<file path="src/rtl/debounced_pio.sv">
// Avalon-MM PIO with synchronised, optionally debounced inputs, edge capture and a level IRQ.
// Define DEBOUNCED_PIO_DEBOUNCE_EN to build in the prescaler and 3-sample debounce history.

module debounced_pio_lane (
    input  logic clk_clk,
    input  logic reset_reset_n,
    input  logic tick_i,
    input  logic sync_i,
    output logic deb_o
);
    logic [2:0] hist_q;
    logic       deb_q;

    // The debounced bit only moves once three consecutive tick samples agree.
    always_ff @(posedge clk_clk or negedge reset_reset_n) begin
        if (!reset_reset_n) begin
            hist_q <= '0;
            deb_q  <= 1'b0;
        end else begin
            if (tick_i)
                hist_q <= {hist_q[1:0], sync_i};
            if (&hist_q)
                deb_q <= 1'b1;
            else if (~|hist_q)
                deb_q <= 1'b0;
        end
    end

    assign deb_o = deb_q;
endmodule

module debounced_pio #(
    parameter int WIDTH    = 8,
    parameter int TICK_DIV = 50000
) (
    input  logic             clk_clk,
    input  logic             reset_reset_n,
    input  logic [1:0]       avs_address,
    input  logic             avs_read,
    input  logic             avs_write,
    input  logic [31:0]      avs_writedata,
    output logic [31:0]      avs_readdata,
    input  logic [WIDTH-1:0] pio_in_export,
    output logic [WIDTH-1:0] pio_out_export,
    output logic             irq
);
    localparam logic [1:0] A_DATA = 2'd0;
    localparam logic [1:0] A_INFO = 2'd1;
    localparam logic [1:0] A_MASK = 2'd2;
    localparam logic [1:0] A_EDGE = 2'd3;

    logic [WIDTH-1:0] sync1_q, sync2_q;
    logic [WIDTH-1:0] deb;
    logic [WIDTH-1:0] deb_prev_q;
    logic [WIDTH-1:0] out_q, out_d;
    logic [WIDTH-1:0] mask_q, mask_d;
    logic [WIDTH-1:0] edge_q, edge_d;
    logic [31:0]      rdata_q, rdata_d;
    logic             irq_q, irq_d;
    logic [WIDTH-1:0] wr_data;
    logic             unused_bits;

    always_ff @(posedge clk_clk or negedge reset_reset_n) begin
        if (!reset_reset_n) begin
            sync1_q <= '0;
            sync2_q <= '0;
        end else begin
            sync1_q <= pio_in_export;
            sync2_q <= sync1_q;
        end
    end

`ifdef DEBOUNCED_PIO_DEBOUNCE_EN
    localparam bit DEB_EN = 1'b1;
    localparam int CW     = (TICK_DIV > 2) ? $clog2(TICK_DIV) : 1;

    logic [CW-1:0] presc_q;
    logic          tick;

    assign tick = (presc_q == CW'(TICK_DIV - 1));

    always_ff @(posedge clk_clk or negedge reset_reset_n) begin
        if (!reset_reset_n)
            presc_q <= '0;
        else
            presc_q <= tick ? '0 : presc_q + CW'(1);
    end

    for (genvar g = 0; g < WIDTH; g++) begin : g_lane
        debounced_pio_lane u_lane (
            .clk_clk       (clk_clk),
            .reset_reset_n (reset_reset_n),
            .tick_i        (tick),
            .sync_i        (sync2_q[g]),
            .deb_o         (deb[g])
        );
    end

    assign unused_bits = ^avs_writedata;
`else
    localparam bit DEB_EN = 1'b0;

    assign deb         = sync2_q;
    assign unused_bits = ^{avs_writedata, 32'(TICK_DIV)};
`endif

    assign wr_data = avs_writedata[WIDTH-1:0];

    always_comb begin
        out_d   = out_q;
        mask_d  = mask_q;
        edge_d  = edge_q;
        rdata_d = rdata_q;

        if (avs_write) begin
            case (avs_address)
                A_DATA:  out_d  = wr_data;
                A_MASK:  mask_d = wr_data;
                A_EDGE:  edge_d = edge_q & ~wr_data;
                default: ;
            endcase
        end
        // New edges are ORed in after the clear so a coincident set wins.
        edge_d = edge_d | (deb ^ deb_prev_q);

        // Read mux samples current state, so a same-cycle write is not visible yet.
        if (avs_read) begin
            rdata_d = '0;
            case (avs_address)
                A_DATA: rdata_d[WIDTH-1:0] = deb;
                A_INFO: begin
                    rdata_d[5:0] = 6'(WIDTH);
                    rdata_d[8]   = DEB_EN;
                end
                A_MASK: rdata_d[WIDTH-1:0] = mask_q;
                A_EDGE: rdata_d[WIDTH-1:0] = edge_q;
                default: ;
            endcase
        end

        irq_d = |(edge_q & mask_q);
    end

    always_ff @(posedge clk_clk or negedge reset_reset_n) begin
        if (!reset_reset_n) begin
            deb_prev_q <= '0;
            out_q      <= '0;
            mask_q     <= '0;
            edge_q     <= '0;
            rdata_q    <= '0;
            irq_q      <= 1'b0;
        end else begin
            deb_prev_q <= deb;
            out_q      <= out_d;
            mask_q     <= mask_d;
            edge_q     <= edge_d;
            rdata_q    <= rdata_d;
            irq_q      <= irq_d;
        end
    end

    assign avs_readdata   = rdata_q;
    assign pio_out_export = out_q;
    assign irq            = irq_q;
endmodule

</file>
<file path="config.mk">
export PLATFORM = sky130hd
export DESIGN_NAME = debounced_pio
export DESIGN_NICKNAME = d
export VERILOG_FILES = /design/src/rtl/debounced_pio.sv
export SDC_FILE = /design/constraint.sdc
export NUM_CORES = 1
export LEC_CHECK = 0
export CAP_MARGIN = 20
export CORE_ASPECT_RATIO = 1.4
export CORE_MARGIN = 5
export CORE_UTILIZATION = 44
export CTS_CLUSTER_SIZE = 24
export DETAILED_ROUTE_END_ITERATION = 8
export GPL_TIMING_DRIVEN = 0
export MAX_ROUTING_LAYER = met4
export PLACE_DENSITY_LB_ADDON = 0.15
export SYNTH_ARGS = -nofsm -noshare
export SYNTH_HDL_FRONTEND = slang
export SYNTH_SLANG_ARGS = --single-unit
</file>
<file path="constraint.sdc">
create_clock -name clk_clk -period 1.1 [get_ports clk_clk]
set_input_delay 0.22 -clock clk_clk [delete_from_list [all_inputs] [get_ports clk_clk]]
set_output_delay 0.22 -clock clk_clk [all_outputs]
set_load 0.01 [all_outputs]
</file>
; ---- Word-level counts from Yosys, hierarchy flattened
; Index checks and enable logic that the tools add are counted.
[totals]
out_inout_bits = 41
ff_bits = 57
wordCells = 24
[op_classes]
eq_ne = 3
bitwise = 5
muxes = 4
reduce_logical = 4
[op_table]
columns = cell, n
row1 = $pmux W6 S4, 1
row2 = $and A8 B8 Y8, 2
row3 = $mux W8, 2
row4 = $not A8 Y8, 1
row5 = $or A8 B8 Y8, 1
row6 = $reduce_or A8 Y1, 1
row7 = $xor A8 B8 Y8, 1
row8 = $pmux W2 S3, 1
row9 = $eq A2 B2 Y1 const B, 2
row10 = $reduce_and A2 Y1, 2
row11 = $eq A2 B1 Y1 const B, 1
row12 = $logic_not A2 Y1, 1

; ---- Logic depth before layout (Yosys ltp)
[depth]
depth_word = 5
depth_mapped = 4
ltp_nobuf = 2

; ---- Worst setup path before layout
; Ideal clock, no wire load.
[synth_path]
kind = input to register
startpoint = in avs_address[0]
endpoint = reg out_q[0], in the netlist pio_out_export[0]
path_stages = 3
arrival_ns = 1.075
setup_ns = 0.125
setup_slack_ns = -0.100
required_ns = 0.975
cell_sequence = buf_4 > nor3b_4 > mux2_2
[synth_via]
elab_chain_len = 2
[synth_rtl]
columns = element, line
row1 = from (decl), 38  ; input logic [1:0] avs_address,
row2 = $logic_not A2 Y1, 116  ; case (avs_address)
row3 = $reduce_and A2 Y1 (no line), --
row4 = to (signal assigned), 154  ; out_q <= out_d;
row5 = to (decl), 55  ; logic [WIDTH-1:0] out_q, out_d;
; Every way passes these cells.
; A chain may end at the register's enable or synchronous reset.

; ---- Worst setup path after layout
[layout_path]
startpoint = reg rdata_q[3], in the netlist avs_readdata[3]
endpoint = out avs_readdata[3]
[layout_rtl]
columns = element, line
row1 = from (decl), 58  ; logic [31:0] rdata_q, rdata_d;
row2 = from (signal assigned), 157  ; rdata_q <= rdata_d;
row3 = to (decl), 42  ; output logic [31:0] avs_readdata,
; No word-level cell between the ends.

==> impl_summary.txt <==
----------------------------------------------------
[Worst setup path]
  Slowest cell on crit path ... sky130_fd_sc_hd__dfrtp_1
  R2R cell count ... 2
  Total buffers and inverters traversed by the critical path ... 1
  Classification of the worst setup path ... reg -> out
  Crit Path Max Fanout ... 2
  Worst reg2reg endpoint ... avs_readdata[3]
  Critical R2R Launch ... deb[3]
  Cell Chain, Critical Path ... buf_2
  FF-to-FF setup slack ... 0.12 ns
  Largest stage delay, worst path ... 0.40 ns
  Arrival time reported for the critical path endpoint ... 0.89 ns
  Req. time, crit path ... 0.88 ns
  Family with the most delay on the worst path ... flip-flops
  Startpoint type of the worst setup path ... flip-flop
  Critical Path Sink Type ... output pin

[Synth]
  Synth warnings ... 0
  Cell area after technology mapping ... 2320 sq um
  Number of enable-type register cells in the synthesized netlist ... 0
  Fraction of registers with async set or reset after synthesis ... 100%
  Average size of a mapped cell ... roughly 14 sq um
  Share of the synthesized area in the top cell type ... 61.4%
  Number of different library cells in the post-synthesis netlist ... 18
  Top_reg_cell synth ... sky130_fd_sc_hd__dfrtp_1
  Cells taking the most area after synthesis ... sky130_fd_sc_hd__dfrtp_1 (61%), sky130_fd_sc_hd__buf_4 (8.7%), sky130_fd_sc_hd__mux2_2 (8.2%), sky130_fd_sc_hd__nand4_1 (4.3%), sky130_fd_sc_hd__mux2i_1 (3.0%)
  Gate Count Post-Synth ... 170
  Post-synthesis register bit count ... 57
  Fraction of the yosys area taken by sequential cells ... between 60% and 70%
  Cell type contributing the most total cell area after synthesis ... sky130_fd_sc_hd__dfrtp_1

[Detailed routing]
  Final ANT Viol Nets ... 0
  Avg WL per Cell ... 14.7 um
  DR vias/cell ... between 4 and 5
  Drc violations ... 0
  Count of routing violations after the opening detailed-route iteration ... 74
  Total wirelength of the detailed-routed design ... about 4700 um
  Drt pass-1 iters ... 4
  Total number of vias ... 1509

[Hold path]
  Worst hold path startpoint ... avs_address[0]
  Endpoint, Worst Hold ... edge_q[2]
  Number of cells on the worst hold path ... 3
  Hold/Removal Path Class ... in -> reg

[Final layout]
  Count of nets after finishing ... 292
  Ant. Diodes ... 0
  Fraction of final layout cells with drive strength greater than 1 ... 34.7%
  Fill cell instance count of the final layout ... around 450
  Leading cell type in the layout, fill and taps excluded ... sky130_fd_sc_hd__dfrtp_1
  Non-filler instance count after layout ... 317
  Synth-to-Final Area Change ... 31.6%
  Most frequent cells in the layout ... sky130_fd_sc_hd__dfrtp_1 (57), sky130_fd_sc_hd__buf_4 (30), sky130_fd_sc_hd__conb_1 (24)

[GRT]
  Number of antenna violations at the first check in global routing ... 0
  Pin count of the biggest net entering global routing ... 37
  Total GRT Usage ... between 10% and 20%
  GRT Residual Overflow ... 0
  Wire length of the first global-routing pass ... 7760 um
  Number of global-route vias before repair ... 1528

[Outcome]
  Violations in the final reports ... negative setup slack
  Outcome ... complete, but fails checks

[STA]
  Headroom to the max-slew limit ... 61.0%
  Post-route setup TNS ... -0.00515 ns
  Unrepaired setup endpoints after global routing ... true
  Post-layout worst setup margin ... -0.00515 ns
  Crit share post-route ... 100%
  Clock Skews ... about 0.0096 ns
  Final period demand of the worst path ... 1.11 ns
  Hold violation total from the final report ... 0
  Maximum clock rate ... 905 MHz
  Worst-Margin Slew ... 0.584 ns
  Setup-failing EPs final ... 1
  Slew Viols, Final ... 0

[Floorplanning]
  IO Pins ... 87
  Initial core utilization ... roughly 45%
  Die Footprint ... 6850 sq um
  Vertical die dimension ... 96.0 um
  Die span in x ... 71.4 um
  Number of placement rows ... 31
  Core region area ... 5160 sq um

[Clock network]
  Worst-Skew Late Latency ... 0.34 ns
  Number of clock sinks ... 57
  Clock buffer count from CTS ... 9
  CTS tree ... done
  Clock H-tree levels ... 3
  Worst-path clk slew ... 0.06 ns
  Longest Clk Path Bufs ... 2
  CTS Root Buffer Type ... sky130_fd_sc_hd__clkbuf_8

[Placed design]
  Dpl cells ... 294
  Input/output buffers ... 34
  Final RePlAce weighted congestion ... ~0.72
  HPWL after detailed placement ... 3220 um

[Power and ir drop]
  Cell Pwr Density ... 1720 nW/um^2
  Peak VDD IR ... 1170 uV
  Cell leakage power ... 0.00143 uW

[Job]
  Number of maximum-capacitance constraint violations ... 0

----------------------------------------------------
logic make-up after synthesis:
kind of cell	Yosys count	synth area share (%)
xor gates and xnor gates	8	3.02
DFF	57	61.4
and+or+nand+nor	20	6.25
AOI/OAI and AO/OA	20	7.00
muxes	24	11.3
other	1	0.161
buffers and inverters	40	10.9
metal layers:
| metal | GRT usage, % | wire length (um) | vias up | share of wire, % |
|---|---|---|---|---|
| met5 | - | 0 | - | 0 |
| met4 | 7.21 | 36 | 0 | 0.77 |
| met3 | 5.75 | 363 | 4 | 7.8 |
| met2 | 23.3 | 2370 | 55 | 51 |
| met1 | 19.1 | 1880 | 747 | 40 |
| li1 | - | - | 703 | - |
repair_timing:
action,4_1_cts,5_1_grt
endpoints found under the setup margin,17,16
cloned,0,0
hold endpoints to repair,21,0
hold buffers,1,0
pin swaps,0,0
resized for setup,68,2
setup buffers,1,5
metrics by stage:
step | util, % | setup WS, ns | total power, uW | hold slack (ns) | area, sq um
3_5_place_dp | 55.5 | -0.341 | 3310 | 0.213 | 2870
2_1_floorplan | - | -0.0787 | 2900 | -0.0756 | 2430
6_report | 59.2 | -0.00515 | 5240 | 0.213 | 3060
4_1_cts | 58.3 | -0.0116 | 5230 | 0.197 | 3010
3_3_place_gp | 55.3 | -1.95 | 3290 | 0.332 | 2850
5_1_grt | 59.2 | -0.0374 | 5520 | 0.203 | 3060
power breakdown:
group / switching, uW / leakage [uW] / internal [uW]
registers: 128 / 0.000648 / 2310
clock network: 775 / 0.000107 / 1230
logic: 358 / 0.000671 / 440
cells in the mapped netlist, types with 4 or more instances:
library cell	n
sky130_fd_sc_hd__o221ai_1	7
sky130_fd_sc_hd__clkbuf_1	5
sky130_fd_sc_hd__a21o_1	8
sky130_fd_sc_hd__xor2_1	8
sky130_fd_sc_hd__nand4_1	16
sky130_fd_sc_hd__dfrtp_1	57
sky130_fd_sc_hd__buf_4	27
sky130_fd_sc_hd__a22oi_1	4
sky130_fd_sc_hd__mux2i_1	7
sky130_fd_sc_hd__mux2_2	17
sky130_fd_sc_hd__inv_1	7
registers in the layout (all words and copies together), names as in the netlist:
signal          count
edge_q              8
mask_q              8
sync1_q             8
deb_prev_q          8
avs_readdata        8
irq                 1
pio_out_export      8
deb                 8
worst max path at each step:
stage / startpoint / end / slack (ns) / depth (start not counted)
2_1_floorplan: avs_address[0] / pio_out_export[0] / -0.08 / 3
5_1_grt: avs_readdata[3] / avs_readdata[3] / -0.04 / 1
3_5_place_dp: avs_write / pio_out_export[7] / -0.34 / 3
4_1_cts: avs_readdata[3] / avs_readdata[3] / -0.01 / 1
3_3_place_gp: reset_reset_n / pio_out_export[6] / -1.95 / 1
6_report: avs_readdata[3] / avs_readdata[3] / -0.005 / 1
area by class of cell:
type	count	area [sq um]	share of cell area, %
inverters	7	26.3	0.860
clock buffers	14	173	5.65
multi-input cells	96	733	24.0
clock inverters	2	35.0	1.15
repair buffers	42	338	11.1
plain buffers	33	241	7.90
well taps	66	82.6	2.70
flip-flops and latches	57	1430	46.7
(Power assumes the default switching activity.)
